File: src/rtl/flash_pkg.sv
// Shared encodings for the flash command sequencer: SPI opcodes, op/request
// type codes, sequencer states and the op descriptor handed to spi_drive.
package flash_pkg;

  localparam int unsigned OP_ADDR_W = 24;

  localparam logic [7:0] OPC_WREN = 8'h06;
  localparam logic [7:0] OPC_READ = 8'h03;
  localparam logic [7:0] OPC_PP   = 8'h02;
  localparam logic [7:0] OPC_SE   = 8'h20;
  localparam logic [7:0] OPC_RDSR = 8'h05;

  localparam logic [2:0] OPT_CMD   = 3'd0;
  localparam logic [2:0] OPT_READ  = 3'd1;
  localparam logic [2:0] OPT_WRITE = 3'd2;

  localparam logic [1:0] REQ_READ = 2'd0;
  localparam logic [1:0] REQ_PP   = 2'd1;
  localparam logic [1:0] REQ_SE   = 2'd2;
  localparam logic [1:0] REQ_BAD  = 2'd3;

  typedef enum logic [3:0] {
    ST_IDLE,
    ST_WREN,
    ST_WREN_WAIT,
    ST_GAP,
    ST_MAIN,
    ST_MAIN_WAIT,
    ST_POLL,
    ST_POLL_WAIT,
    ST_DONE
  } state_t;

  typedef struct packed {
    logic [31:0] data;
    logic [7:0]  len;
    logic [2:0]  typ;
    logic [15:0] clk_len;
  } spi_op_t;

  // Build one op descriptor; nbytes is the data phase length in bytes.
  function automatic spi_op_t mk_op(input logic [7:0] opc,
                                    input logic [OP_ADDR_W-1:0] addr,
                                    input logic [2:0] typ,
                                    input logic with_addr,
                                    input logic [8:0] nbytes);
    spi_op_t op;
    logic [15:0] hdr;
    hdr        = with_addr ? 16'd32 : 16'd8;
    op.data    = {opc, (with_addr ? addr : 24'd0)};
    op.len     = with_addr ? 8'd32 : 8'd8;
    op.typ     = typ;
    op.clk_len = hdr + {4'd0, nbytes, 3'd0};
    return op;
  endfunction

endpackage

File: src/rtl/flash_ctrl.sv
// Flash command sequencer: turns one read / page-program / sector-erase request
// into the WREN, main op and RDSR poll series on spi_drive's op port.
module flash_ctrl
  import flash_pkg::*;
#(
  parameter int unsigned P_ADDR_W   = 24,
  parameter int unsigned P_GAP_CYC  = 4,
  parameter int unsigned P_POLL_MAX = 65535
) (
  input  logic                i_clk,
  input  logic                i_rst,
  input  logic                i_req_valid,
  output logic                o_req_ready,
  input  logic [1:0]          i_req_type,
  input  logic [P_ADDR_W-1:0] i_req_addr,
  input  logic [8:0]          i_req_len,
  input  logic [7:0]          i_wr_data,
  output logic                o_wr_req,
  output logic [7:0]          o_rd_data,
  output logic                o_rd_valid,
  output logic                o_rd_last,
  output logic                o_done,
  output logic                o_err,
  output logic [31:0]         o_op_data,
  output logic [7:0]          o_op_len,
  output logic [2:0]          o_op_type,
  output logic [15:0]         o_clk_len,
  output logic                o_op_valid,
  input  logic                i_op_ready,
  output logic [7:0]          o_spi_wr_data,
  input  logic                i_spi_wr_req,
  input  logic [7:0]          i_spi_rd_data,
  input  logic                i_spi_rd_valid
);

  localparam int unsigned LEN_W  = 9;
  localparam int unsigned GAP_W  = (P_GAP_CYC > 1) ? $clog2(P_GAP_CYC) : 1;
  localparam int unsigned POLL_W = $clog2(P_POLL_MAX + 2);

  localparam spi_op_t WREN_OP = mk_op(OPC_WREN, 24'd0, OPT_CMD, 1'b0, 9'd0);
  localparam spi_op_t RDSR_OP = mk_op(OPC_RDSR, 24'd0, OPT_READ, 1'b0, 9'd1);

  state_t              state;
  state_t              gap_next;
  spi_op_t             op_q;
  logic [1:0]          req_type_q;
  logic [P_ADDR_W-1:0] req_addr_q;
  logic [LEN_W-1:0]    req_len_q;
  logic [LEN_W-1:0]    rd_cnt;
  logic [LEN_W-1:0]    wr_cnt;
  logic [GAP_W-1:0]    gap_cnt;
  logic [POLL_W-1:0]   poll_cnt;
  logic                wip_q;
  logic                rdy_q;

  logic                op_done_c;
  logic                bad_c;
  logic                wip_c;
  logic [POLL_W-1:0]   poll_nxt_c;
  spi_op_t             read_op_c;
  spi_op_t             main_op_c;
  spi_op_t             gap_op_c;

  assign o_op_data     = op_q.data;
  assign o_op_len      = op_q.len;
  assign o_op_type     = op_q.typ;
  assign o_clk_len     = op_q.clk_len;
  assign o_spi_wr_data = i_wr_data;

  // Program byte requests pass through only during the PP data phase, up to len.
  assign o_wr_req = i_spi_wr_req && (state == ST_MAIN_WAIT) &&
                    (req_type_q == REQ_PP) && (wr_cnt < req_len_q);

  assign op_done_c  = i_op_ready && !rdy_q;
  assign wip_c      = i_spi_rd_valid ? i_spi_rd_data[0] : wip_q;
  assign poll_nxt_c = poll_cnt + POLL_W'(1);
  assign bad_c      = (i_req_type == REQ_BAD) ||
                      ((i_req_type != REQ_SE) && ((i_req_len == 9'd0) || (i_req_len > 9'd256)));
  assign read_op_c  = mk_op(OPC_READ, 24'(i_req_addr), OPT_READ, 1'b1, i_req_len);

  // Main op of the latched request, and the op launched when a gap expires.
  always_comb begin
    main_op_c = mk_op(OPC_SE, 24'(req_addr_q), OPT_CMD, 1'b1, 9'd0);
    case (req_type_q)
      REQ_READ: main_op_c = mk_op(OPC_READ, 24'(req_addr_q), OPT_READ, 1'b1, req_len_q);
      REQ_PP:   main_op_c = mk_op(OPC_PP, 24'(req_addr_q), OPT_WRITE, 1'b1, req_len_q);
      default:  main_op_c = mk_op(OPC_SE, 24'(req_addr_q), OPT_CMD, 1'b1, 9'd0);
    endcase
    gap_op_c = (gap_next == ST_MAIN) ? main_op_c : RDSR_OP;
  end

  // Sequencer state, request latches, counters and registered outputs.
  always_ff @(posedge i_clk or negedge i_rst) begin
    if (!i_rst) begin
      state       <= ST_IDLE;
      gap_next    <= ST_IDLE;
      op_q        <= '0;
      req_type_q  <= '0;
      req_addr_q  <= '0;
      req_len_q   <= '0;
      rd_cnt      <= '0;
      wr_cnt      <= '0;
      gap_cnt     <= '0;
      poll_cnt    <= '0;
      wip_q       <= 1'b0;
      rdy_q       <= 1'b0;
      o_req_ready <= 1'b1;
      o_op_valid  <= 1'b0;
      o_rd_data   <= '0;
      o_rd_valid  <= 1'b0;
      o_rd_last   <= 1'b0;
      o_done      <= 1'b0;
      o_err       <= 1'b0;
    end else begin
      rdy_q      <= i_op_ready;
      o_rd_valid <= 1'b0;
      o_rd_last  <= 1'b0;
      o_done     <= 1'b0;
      o_err      <= 1'b0;
      if (o_wr_req) wr_cnt <= wr_cnt + LEN_W'(1);
      case (state)
        ST_IDLE: begin
          if (i_req_valid && o_req_ready) begin
            req_type_q  <= i_req_type;
            req_addr_q  <= i_req_addr;
            req_len_q   <= i_req_len;
            rd_cnt      <= '0;
            wr_cnt      <= '0;
            poll_cnt    <= '0;
            o_req_ready <= 1'b0;
            if (bad_c) begin
              o_done <= 1'b1;
              o_err  <= 1'b1;
              state  <= ST_DONE;
            end else if (i_req_type == REQ_READ) begin
              op_q       <= read_op_c;
              o_op_valid <= 1'b1;
              state      <= ST_MAIN;
            end else begin
              op_q       <= WREN_OP;
              o_op_valid <= 1'b1;
              state      <= ST_WREN;
            end
          end
        end
        ST_WREN: if (i_op_ready) begin o_op_valid <= 1'b0; state <= ST_WREN_WAIT; end
        ST_MAIN: if (i_op_ready) begin o_op_valid <= 1'b0; state <= ST_MAIN_WAIT; end
        ST_POLL: if (i_op_ready) begin o_op_valid <= 1'b0; state <= ST_POLL_WAIT; end
        ST_WREN_WAIT: begin
          if (op_done_c) begin
            gap_cnt  <= '0;
            gap_next <= ST_MAIN;
            state    <= ST_GAP;
          end
        end
        ST_MAIN_WAIT: begin
          if ((req_type_q == REQ_READ) && i_spi_rd_valid && (rd_cnt < req_len_q)) begin
            o_rd_valid <= 1'b1;
            o_rd_data  <= i_spi_rd_data;
            o_rd_last  <= (rd_cnt == req_len_q - LEN_W'(1));
            rd_cnt     <= rd_cnt + LEN_W'(1);
          end
          if (op_done_c) begin
            if (req_type_q == REQ_READ) begin
              o_done <= 1'b1;
              state  <= ST_DONE;
            end else begin
              gap_cnt  <= '0;
              gap_next <= ST_POLL;
              state    <= ST_GAP;
            end
          end
        end
        ST_POLL_WAIT: begin
          if (i_spi_rd_valid) wip_q <= i_spi_rd_data[0];
          if (op_done_c) begin
            poll_cnt <= poll_nxt_c;
            if (!wip_c) begin
              o_done <= 1'b1;
              state  <= ST_DONE;
            end else if (poll_nxt_c > POLL_W'(P_POLL_MAX)) begin
              o_done <= 1'b1;
              o_err  <= 1'b1;
              state  <= ST_DONE;
            end else begin
              gap_cnt  <= '0;
              gap_next <= ST_POLL;
              state    <= ST_GAP;
            end
          end
        end
        ST_GAP: begin
          if (gap_cnt == GAP_W'(P_GAP_CYC - 1)) begin
            op_q       <= gap_op_c;
            o_op_valid <= 1'b1;
            state      <= gap_next;
          end else begin
            gap_cnt <= gap_cnt + GAP_W'(1);
          end
        end
        ST_DONE: begin
          o_req_ready <= 1'b1;
          state       <= ST_IDLE;
        end
        default: state <= ST_IDLE;
      endcase
    end
  end

endmodule

File: config.mk
export PLATFORM = sky130hd
export DESIGN_NAME = flash_ctrl
export DESIGN_NICKNAME = d
export VERILOG_FILES = /design/src/rtl/flash_pkg.sv /design/src/rtl/flash_ctrl.sv
export SDC_FILE = /design/constraint.sdc
export NUM_CORES = 1
export LEC_CHECK = 0
export CORE_ASPECT_RATIO = 1.75
export CORE_MARGIN = 2
export CORE_UTILIZATION = 35
export CTS_CLUSTER_DIAMETER = 40
export DETAILED_ROUTE_END_ITERATION = 12
export SYNTH_ARGS = -nofsm -noshare
export SYNTH_HDL_FRONTEND = slang
export SYNTH_SLANG_ARGS = --single-unit
File: constraint.sdc
create_clock -name i_clk -period 3.3 [get_ports i_clk]
set_input_delay 0.495 -clock i_clk [delete_from_list [all_inputs] [get_ports i_clk]]
set_output_delay 0.495 -clock i_clk [all_outputs]
set_load 0.005 [all_outputs]
Word-level counts from Yosys, hierarchy flattened:

Cells that the tools add are included.

* register bits: 155
* input port bits: 57
* output and inout bits: 82

* $add $sub $neg: 7
* $lt $le $gt $ge: 4
* equality and inequality tests: 29
* muxes and demuxes: 68
* reduce and logical (&&, ||, !) cells: 33

Operators with widths (number)
* $mux W59: 4
* $pmux W59 S2: 1
* $pmux W57 S2: 1
* $mux W4: 18
* $mux W54: 1
* $mux W9: 5
* $mux W17: 2
* $pmux W17 S2: 1
* $pmux W4 S8: 1
* $ne A2 B2 Y1 const B: 14
* $add A6 B12 Y13 const A: 2
* $eq A4 B3 Y1 const B: 5
* $mux W1: 19
* $add A9 B1 Y9 const B: 2
* $lt A9 B9 Y1: 2
* $pmux W9 S2: 1
* $add A17 B1 Y17 const B: 1
* $gt A17 B16 Y1 const B: 1
* $reduce_and A8 Y1: 2
* $mux W2: 7
* $pmux W4 S3: 1
* $eq A9 B9 Y1: 1
* $gt A9 B9 Y1 const B: 1
* $logic_not A9 Y1: 1
* other kinds (26): 47

Longest topological paths before layout:

* depth after elaboration: 7
* gate-level depth with buffers: 9

Worst setup path after synthesis:

OpenSTA, ideal clock, no wires.

* path type: reg-to-reg
* start point: register poll_cnt[0]
* end point: register o_done
* setup time: 0.101 ns
* data arrival time: 2.357 ns
* required time: 3.199 ns
* path slack: 0.842 ns
* stages on the path, launching flop included: 9
* path buffers: 0
* clock period less this slack: 2.458 ns
* cell sequence: dfrtp_1 > inv_1 > ha_1 > or4b_1 > nor3_1 > nand4_4 > o41a_1 > nor3b_2 > o32ai_1

* cells in the longest elaborated chain, start to end: 6

Ends and longest elaborated chain
* start, declared: RTL line flash_ctrl.sv:52 `logic [POLL_W-1:0] poll_cnt;`
* start signal, assigned: RTL line flash_ctrl.sv:177 `poll_cnt <= poll_nxt_c;`
* $add A17 B1 Y17: RTL line flash_ctrl.sv:76 `assign poll_nxt_c = poll_cnt + POLL_W'(1);`
* $gt A17 B16 Y1: RTL line flash_ctrl.sv:181 `end else if (poll_nxt_c > POLL_W'(P_POLL_MAX)) begin`
* $mux W1: RTL line flash_ctrl.sv:181
* $mux W1: RTL line flash_ctrl.sv:178 `if (!wip_c) begin`
* $mux W1: RTL line flash_ctrl.sv:176 `if (op_done_c) begin`
* $pmux W1 S3: RTL line flash_ctrl.sv:121 `case (state)`
* end signal, assigned: RTL line flash_ctrl.sv:118 `o_done <= 1'b0;`
* end signal, assigned: RTL line flash_ctrl.sv:179 `o_done <= 1'b1;`
* end signal, assigned: RTL line flash_ctrl.sv:182 `o_done <= 1'b1;`
* end, declared: RTL line flash_ctrl.sv:22 `output logic o_done,`

No other way between the ends.
A chain may end at the register's enable or synchronous reset.

Worst setup path in the final report:

* start point: register req_len_q[5]
* end point: output o_wr_req

* cells in the longest elaborated chain, start to end: 2

Ends and longest elaborated chain
* start, declared: RTL line flash_ctrl.sv:48 `logic [LEN_W-1:0] req_len_q;`
* start signal, assigned: RTL line flash_ctrl.sv:126 `req_len_q <= i_req_len;`
* $lt A9 B9 Y1: RTL line flash_ctrl.sv:72 `(req_type_q == REQ_PP) && (wr_cnt < req_len_q);`
* $logic_and A1 B1 Y1: RTL line flash_ctrl.sv:72
* end, declared: RTL line flash_ctrl.sv:18 `output logic o_wr_req,`

No other way between the ends.

==> results.sh <==
export IMPL_status="completed"
export IMPL_die_h_um=198
export IMPL_cp_startpoint="req_len_q[5]"
export IMPL_synthArstFlopShare=1.00
export IMPL_seq_area_frac_synth=0.448
export IMPL_antenna_found_initial=0
export IMPL_synth_area_leaders="dfrtp_1 44%, nand2_1 6.5%, ha_1 4.5%"
export IMPL_cellLeakagePower_nw=4.02
export IMPL_synth_area_um2=7490
export IMPL_min_period_ns=3.18
export IMPL_max_freq_mhz=314
export IMPL_grt_pass1_vias=6315
export IMPL_antenna_cells=0
export IMPL_place_gp_congestion=0.846
export IMPL_grt_pass1_wl_mm=32.4
export IMPL_avgSynthCellArea_um2=9.02
export IMPL_finalPower_mw=7.18
export IMPL_drc=0
export IMPL_synthCells=831
export IMPL_clock_path_buffers=2
export IMPL_setup_worst_path_class="register to output port"
export IMPL_grt_overflow_total=0
export IMPL_clk_latency_ns=0.43
export IMPL_cts_tree="yes"
export IMPL_powerDensity_nw_per_um2=768
export IMPL_setup_ws_ns=0.119
export IMPL_regToRegStartpoint="poll_cnt[0]"
export IMPL_slew_headroom=0.271
export IMPL_critPathArrivalTime_ns=2.69
export IMPL_hold_viol=0
export IMPL_io_buffers=105
export IMPL_drt_pass1_iterations=5
export IMPL_core_um2=20900
export IMPL_ys_ff_latch=134
export IMPL_root_buffer="clkbuf_16"
export IMPL_hold_class="input port to async pin"
export IMPL_num_io_pins=139
export IMPL_cts_hold_buffers_added=0
export IMPL_yosys_area_top_type="dfrtp_1"
export IMPL_h_tree_depth=4
export IMPL_start_util=0.358
export IMPL_area_delta_synth_final_pct=24.7
export IMPL_post_route_util=0.446
export IMPL_layout_drive_gt1_share=0.0887
export IMPL_ys_warn_count=0
export IMPL_synthFlopType="dfrtp_1"
export IMPL_fill_cells=2004
export IMPL_dp_hpwl_mm=14.3
export IMPL_routed_wl_mm=20.2
export IMPL_highest_layer="met4"
export IMPL_clock_skew_ns=0.00992
export IMPL_post_dp_cell_area_um2=8730
export IMPL_crit_path_end_kind="output port"
export IMPL_rsz0062_at_grt="no"
export IMPL_grt_usage=0.184
export IMPL_setup_tns_ns=0
export IMPL_setup_viol=0
export IMPL_design_area_um2=9350
export IMPL_timing_final_crit_share=0.964
export IMPL_cts_sinks=134
export IMPL_die_area_um2=22600
export IMPL_max_cap_violations=0
export IMPL_start_kind="register"
export IMPL_vdd_ir_drop_max_mv=0.442
export IMPL_nNetsFinal=1007
export IMPL_clk_pin_slew_ns=0.06
export IMPL_chipWidth_um=115
export IMPL_grt_max_degree=67
export IMPL_m1WireLength_mm=8.00
export IMPL_via_count=6386
export IMPL_wl_per_cell_um=17.0
export IMPL_vias_per_cell=5.38
export IMPL_crit_required_ns=2.80
export IMPL_crit_fanout=7
export IMPL_num_rows=70
export IMPL_antenna_left=0
export IMPL_drt_iter0_drc=330
export IMPL_routed_wl_met3_um=746
export IMPL_yosysTopAreaCellShare=0.444
export IMPL_slew_violations=0
export IMPL_synth_edf_count=0
export IMPL_wl_met2_mm=10.8
export IMPL_dp_slack_ns=0.211
export IMPL_reg2reg_depth=8
export IMPL_r2r_end="o_done"
export IMPL_tightest_slew_ns=1.09
export IMPL_synth_cell_type_count=71
export IMPL_cts_buffers=17
export IMPL_r2r_slack_ns=0.55
## synthesized netlist by cell type, types with 17 or more instances
master and instances:
nand2_1 129, inv_1 24, xnor2_1 19, a21oi_1 53, nand4_1 19, nor2_1 71
nor3_1 17, o21ai_0 51, dfrtp_1 133, clkbuf_1 30, buf_4 27, nand3_1 31
ha_1 27, a22oi_1 29
## placed cells by master (no fill, tap or decap), types with 6 or more instances in the layout
cell type / count
o31ai_1: 11
xnor2_1: 19
xor2_1: 6
a22oi_1: 29
or4_1: 6
nand2_1: 129
clkdlybuf4s50_1: 104
a21oi_1: 52
and3_1: 7
a31oi_1: 7
mux2i_1: 10
nor2b_1: 7
conb_1: 17
nor3_1: 15
ha_1: 27
mux2_2: 7
nor4_1: 6
nand4_1: 19
nand2b_1: 9
nand3_1: 30
o211ai_1: 6
clkbuf_16: 17
inv_1: 23
dfrtp_1: 133
nor2_1: 69
inv_6: 6
o21ai_0: 51
buf_4: 21
## cell families after synthesis
| kind of cell | synth area share |
|---|---|
| AO/OA/AOI/OAI | 0.164 |
| XOR/XNOR | 0.0292 |
| adder cells (fa/ha/maj) | 0.0451 |
| buffers and inverters | 0.0701 |
| flip-flops | 0.448 |
| multiplexers | 0.0284 |
| other | 0.000500 |
| AND/OR/NAND/NOR | 0.215 |
## metal layers
layer  up-vias  track usage
met5         -            0
met4         0       0.0935
met3        47       0.0387
met2       172        0.326
met1      3066        0.204
li1       3101            -
## worst max-delay path by stage
stage | to | slack, ns | cells past startpoint
6_report | o_wr_req | 0.12 | 7
5_1_grt | o_wr_req | 0.007 | 7
4_1_cts | o_wr_req | 0.009 | 7
3_5_place_dp | o_op_data[18] | 0.21 | 11
3_3_place_gp | o_op_data[26] | 0.26 | 9
2_1_floorplan | o_done | 0.84 | 8
## critical path: stages, from the launching register on
cell             delay [ns]
dfrtp_1                0.43
inv_2                  0.12
ha_1                   0.35
a21o_1                 0.19
a211oi_1               0.23
o211ai_1               0.20
a21oi_2                0.21
clkdlybuf4s50_1        0.52
## per-stage QoR
stage	hold WS, ns	instances
6_report	0.0638	1188
5_1_grt	0.117	1188
4_1_cts	0.0759	1188
3_5_place_dp	0.463	1156
3_3_place_gp	0.457	1156
2_1_floorplan	0.199	847
## registers in the layout (all words and copies together), names as in the netlist, 2 cells and up
register	count
gap_cnt	2
gap_next	2
o_clk_len	10
o_op_data	28
o_rd_data	8
poll_cnt	17
rd_cnt	9
req_addr_q	24
req_len_q	9
req_type_q	2
state	4
wr_cnt	9
## what timing repair did
item,in CTS,in global routing
endpoints found under the setup margin,1,1
hold endpoints to repair,0,0
resized for setup,2,1
buffers inserted,0,0
## cell type report
cell class	instances	area (µm²)	share of cell area
clock buffer	18	439	0.0470
multi-input combinational	617	3710	0.397
inverter	24	90.1	0.00964
tap	252	315	0.0337
timing repair buffer	129	1270	0.136
clock inverter	14	163	0.0174
sequential	134	3350	0.359
## where the power goes
| group | internal (mW) | switching, mW | total, mW |
|---|---|---|---|
| combinational | 1.32 | 1.28 | 2.60 |
| clock | 1.15 | 0.792 | 1.94 |
| sequential | 2.18 | 0.465 | 2.64 |
| total | 4.65 | 2.53 | 7.18 |
(Power assumes the default switching activity.)
